### config.mk
export PLATFORM = sky130hd
export DESIGN_NAME = fsqrt_root_iter_flat
export DESIGN_NICKNAME = d
export VERILOG_FILES = /design/src/rtl/fsqrt_root_iter_if.sv /design/src/rtl/fsqrt_root_iter.sv /design/src/flat_wrapper.sv
export SDC_FILE = /design/constraint.sdc
export NUM_CORES = 1
export LEC_CHECK = 0
export CAP_MARGIN = 20
export CELL_PAD_IN_SITES_DETAIL_PLACEMENT = 0
export CELL_PAD_IN_SITES_GLOBAL_PLACEMENT = 1
export CORE_UTILIZATION = 39
export DETAILED_ROUTE_END_ITERATION = 8
export PLACE_DENSITY_LB_ADDON = 0.1
export SLEW_MARGIN = 40
export SYNTH_ARGS = -nofsm -noshare
export SYNTH_HDL_FRONTEND = slang
export SYNTH_SLANG_ARGS = --single-unit
### constraint.sdc
create_clock -name clk -period 9.5 [get_ports clk]
set_input_delay 2.375 -clock clk [delete_from_list [all_inputs] [get_ports clk]]
set_output_delay 2.375 -clock clk [all_outputs]
set_load 0.02 [all_outputs]
### src/rtl/fsqrt_root_iter_if.sv
// Start/done handshake bundle between the normalizer side and the
// restoring square-root core.
interface fsqrt_root_iter_if;
   logic        start;
   logic [23:0] d_in;
   logic [4:0]  sa_in;
   logic        busy;
   logic        done;
   logic [23:0] q;
   logic        rem_nz;
   logic [4:0]  sa_out;

   modport master (
      output start, d_in, sa_in,
      input  busy, done, q, rem_nz, sa_out
   );

   modport slave (
      input  start, d_in, sa_in,
      output busy, done, q, rem_nz, sa_out
   );
endinterface

### src/rtl/fsqrt_root_iter.sv
// Radix-2 restoring square root of {d_in, 24'b0}, one root bit per clock,
// with a sticky remainder flag and the shift amount carried through.
module fsqrt_root_iter (
   input  logic             clk,
   input  logic             rst,
   fsqrt_root_iter_if.slave bus
);

   typedef enum logic [1:0] {IDLE, CALC, DONE} state_t;

   state_t      state;
   state_t      state_next;
   logic [47:0] rad;
   logic [25:0] r;
   logic [23:0] root;
   logic [4:0]  cnt;
   logic [4:0]  sa_hold;
   logic [23:0] q_reg;
   logic        rem_nz_reg;
   logic [4:0]  sa_out_reg;

   logic        accept;
   logic        last_iter;
   logic [25:0] r_shift;
   logic [25:0] trial;
   logic [25:0] diff;
   logic        borrow;
   logic [25:0] r_next;
   logic [23:0] root_next;

   assign accept    = ((state == IDLE) || (state == DONE)) && bus.start;
   assign last_iter = (state == CALC) && (cnt == 5'd0);

   // The remainder never exceeds 2*root, so r[25:24] stay zero before each shift.
   logic unused_r_msbs;
   assign unused_r_msbs = |r[25:24];

   // One shared subtractor: its borrow-out is the compare result.
   always_comb begin
      r_shift          = {r[23:0], rad[47:46]};
      trial            = {root, 2'b01};
      {borrow, diff}   = {1'b0, r_shift} - {1'b0, trial};
      r_next           = borrow ? r_shift : diff;
      root_next        = {root[22:0], ~borrow};
   end

   always_ff @(posedge clk) begin
      if (rst) begin
         state <= IDLE;
      end else begin
         state <= state_next;
      end
   end

   always_comb begin
      state_next = state;
      case (state)
         IDLE:    if (bus.start) state_next = CALC;
         CALC:    if (cnt == 5'd0) state_next = DONE;
         DONE:    state_next = bus.start ? CALC : IDLE;
         default: state_next = IDLE;
      endcase
   end

   // Results are published only on the final iteration and held until the next one.
   always_ff @(posedge clk) begin
      if (rst) begin
         rad        <= '0;
         r          <= '0;
         root       <= '0;
         cnt        <= '0;
         sa_hold    <= '0;
         q_reg      <= '0;
         rem_nz_reg <= 1'b0;
         sa_out_reg <= '0;
      end else if (accept) begin
         rad     <= {bus.d_in, 24'b0};
         r       <= '0;
         root    <= '0;
         cnt     <= 5'd23;
         sa_hold <= bus.sa_in;
      end else if (state == CALC) begin
         rad  <= {rad[45:0], 2'b00};
         r    <= r_next;
         root <= root_next;
         if (cnt != 5'd0) begin
            cnt <= cnt - 5'd1;
         end
         if (last_iter) begin
            q_reg      <= root_next;
            rem_nz_reg <= |r_next;
            sa_out_reg <= sa_hold;
         end
      end
   end

   assign bus.busy   = (state == CALC);
   assign bus.done   = (state == DONE);
   assign bus.q      = q_reg;
   assign bus.rem_nz = rem_nz_reg;
   assign bus.sa_out = sa_out_reg;

endmodule

### src/flat_wrapper.sv
// flat-port wrapper written by rule: the top's interface ports become plain ports
module fsqrt_root_iter_flat 
  (clk, rst, bus_start, bus_d_in, bus_sa_in, bus_busy, bus_done, bus_q, bus_rem_nz, bus_sa_out);
  fsqrt_root_iter_if bus_i ();
  input  logic clk;
  input  logic rst;
  input wire logic [$bits(bus_i.start)-1:0] bus_start;
  input wire logic [$bits(bus_i.d_in)-1:0] bus_d_in;
  input wire logic [$bits(bus_i.sa_in)-1:0] bus_sa_in;
  output wire logic [$bits(bus_i.busy)-1:0] bus_busy;
  output wire logic [$bits(bus_i.done)-1:0] bus_done;
  output wire logic [$bits(bus_i.q)-1:0] bus_q;
  output wire logic [$bits(bus_i.rem_nz)-1:0] bus_rem_nz;
  output wire logic [$bits(bus_i.sa_out)-1:0] bus_sa_out;
  assign bus_i.start = bus_start;
  assign bus_i.d_in = bus_d_in;
  assign bus_i.sa_in = bus_sa_in;
  assign bus_busy = bus_i.busy;
  assign bus_done = bus_i.done;
  assign bus_q = bus_i.q;
  assign bus_rem_nz = bus_i.rem_nz;
  assign bus_sa_out = bus_i.sa_out;
  fsqrt_root_iter u_core (.clk(clk), .rst(rst), .bus(bus_i));
endmodule
==> reports/metrics.yaml <==
required_ns: 7.13
ys_seq_elements: 114
yosys-top-cells-area: "dfxtp_1 (39%), nand2_1 (11%), a21oi_1 (10%), ha_1 (5.8%), nor2_1 (3.8%)"
post-cts-setup-buffer-count: 0
drive_gt1_frac: 0.0627
post-dp-hpwl_um: 10600
relSlewSlack: 0.536
place_congestion: 0.770
dr.first_iter.drc_count: 334
finalHoldViolations: 0
cts_buffers: 17
worst_slew_pin_slew_ns: 0.696
post-place-ws_ns: 5.09
setup_slack_ns: 4.88
peakVddDrop_v: 0.000103
synth_compound_area_frac: 0.235
min_period_ns: 4.62
wl_per_cell_um: 15.2
synth.distinct_cells: 54
overflow: 0
worstPathCellList: "nand2b_1 > buf_4 > inv_2 > clkdlybuf4s50_1"
ys_warn_count: 0
grt_pass1_vias: 4825
critPathLaunchType: "flip-flop"
placementRows: 44
p_int_uw: 1110
tns_ns: 0
clock_skew_ns: 0.00677
pwr-share-clk: 0.403
cp.arrival_ns: 2.24
max_freq_ghz: 0.216
ctsLongestPathBuffers: 2
synth_xor_area_frac: 0.0347
power.leakage_uw: 0.00260
rsz0062_at_grt: "no"
grt_pass1_wl_um: 24500
drc_errors: 0
io_buffers: 63
final.period_utilization: 0.486
netlist_area_um2: 5800
grt_max_degree: 67
antenna_found_initial: 0
cts.sinks: 114
layout_common_cells: "nand2_1 (168), a21oi_1 (117), dfxtp_1 (114)"
dieArea_um2: 15400
synthMuxAreaShare: 0.0175
drt-met1-wl_um: 7580
outcome: "finished clean"
maxCapViolations: 0
finalSetupViolations: 0
synth-simple-area-share: 0.208
clk_pin_slew_ns: 0.05
drt-total-wl_um: 15200
worstReg2RegStart: "u_core.state[1]"
slew_viol_final: 0
track_usage: 0.206
die_h_um: 124
hold_path_class: "flip-flop to flip-flop"
switching_power_uw: 519
synthCells: 756
wl_met2_um: 6860
slowest_stage: "clkdlybuf4s50_1"
pwr-share-comb: 0.278
syn_nets: 815
synth_top_family_by_area: "compound AO/OA/AOI/OAI gates"
postCtsHoldBufs: 0
hold-path-endpoint: "u_core.rad[42]"
antenna_left: 0
worstPathMaxFanout: 40
antennaDiodeCount: 0
nets: 859
critical_path.endpoint_type: "output port"
rrSetupSlack_ns: 5.11
hold_path_depth: 2
p_sw_frac: 0.318
core_um2: 14500
yosysTopAreaCell: "dfxtp_1"
yosys.area_share.adder: 0.0582
clk_latency_ns: 0.40
synth.top_cell.area_share: 0.393
num_vias: 5331
viasPerCell: 5.35
start_util: 0.399
pwr-share-seq: 0.319
clock-root-buffer: "clkbuf_16"
hold_start: "u_core.rad[42]"
final_common_cell: "nand2_1"
dr.pass1.iters: 5
cts.htree.levels: 4
area_growth_pct: 23.3
r2r-end: "u_core.bus.rem_nz"
cts.repair.resized: 0
rr_worst_depth: 12
cts_tree: "yes"
io_pins: 64
avgSynthCellArea_um2: 7.67
die_x_um: 124
slowest_delay_ns: 0.71
met3_wirelength_um: 647
powerDensity_nw_per_um2: 228
critPathKind: "flip-flop to output port"
route.top_layer_used: "met4"
yosysSeqAreaShare: 0.393
-- worst max path at each step --
stage | end | cells after the start | slack [ns] | start
CTS | bus_busy | 4 | 4.87 | u_core.state[0]
global route | bus_busy | 4 | 4.76 | u_core.state[0]
detailed placement | u_core.bus.rem_nz | 12 | 5.09 | u_core.state[0]
finish | bus_busy | 4 | 4.88 | u_core.state[1]
global placement | u_core.bus.rem_nz | 12 | 5.18 | u_core.state[0]
floorplan | bus_busy | 4 | 5.88 | u_core.state[1]
-- Yosys cell counts (all sizes together) --
cell	number
a22oi	25
o211ai	6
dfxtp	114
or2	3
nor2	59
o221a	1
o21a	4
nand4	6
nand4b	1
buf	10
nand3b	1
xnor2	14
ha	27
o31ai	2
nor2b	3
a21boi	1
mux2	1
inv	30
nand2b	9
nor4	7
o32ai	1
or3	2
a221o	1
nor3b	2
o21bai	3
nand2	168
a211oi	17
nand3	7
o221ai	1
a21oi	117
o21ai	19
nor4b	1
a2111oi	4
a32oi	1
a31oi	7
nor3	12
clkbuf	37
and4	1
a21o	9
or4	2
a22o	1
mux2i	9
xor2	9
and3	1
-- per-layer routing --
metal,up-vias,GRT usage
li1,2706,-
met1,2493,0.295
met2,124,0.305
met3,8,0.0485
met4,0,0.0588
met5,-,0
-- cells by family (layout without fill, tap and decap cells) --
logic type      after synthesis  in the layout
flops                       114            114
simple gates                285            285
fa+ha+maj                    27             27
xor+xnor                     23             23
mux                          10             10
buf+inv                      77            134
compound gates              220            220
-- stage by stage --
stage	instances	instance area, um^2	utilization	hold WS [ns]	total power [uW]
3_3_place_gp	965	6530	0.449	0.443	978
4_1_cts	997	7150	0.492	0.455	1640
6_report	997	7150	0.492	0.455	1630
5_1_grt	997	7150	0.492	0.470	1720
3_5_place_dp	965	6530	0.449	0.447	980
2_1_floorplan	756	5800	-	0.432	876
-- power groups by stage --
stage / combinational, uW / clock (uW) / sequential (uW)
5_1_grt: 502 / 699 / 523
4_1_cts: 453 / 672 / 520
2_1_floorplan: 352 / 0 / 525
3_5_place_dp: 450 / 0 / 530
3_3_place_gp: 449 / 0 / 529
6_report: 454 / 658 / 520
-- final cells by class --
cell class / count / area, um^2
sequential: 114 / 2280
tap: 184 / 230
inverter: 30 / 113
clock buffer: 18 / 429
timing repair buffer: 72 / 693
multi-input combinational: 565 / 3210
fill: 1464 / 7380
clock inverter: 14 / 188
-- critical path, delay by kind of cell, from the launching register on --
| kind | cells | cell delay [ns] |
|---|---|---|
| and+or+nand+nor | 1 | 0.13 |
| DFF | 1 | 0.31 |
| buffers and inverters | 3 | 1.39 |
No activity file was read; power rests on OpenSTA's default activity.
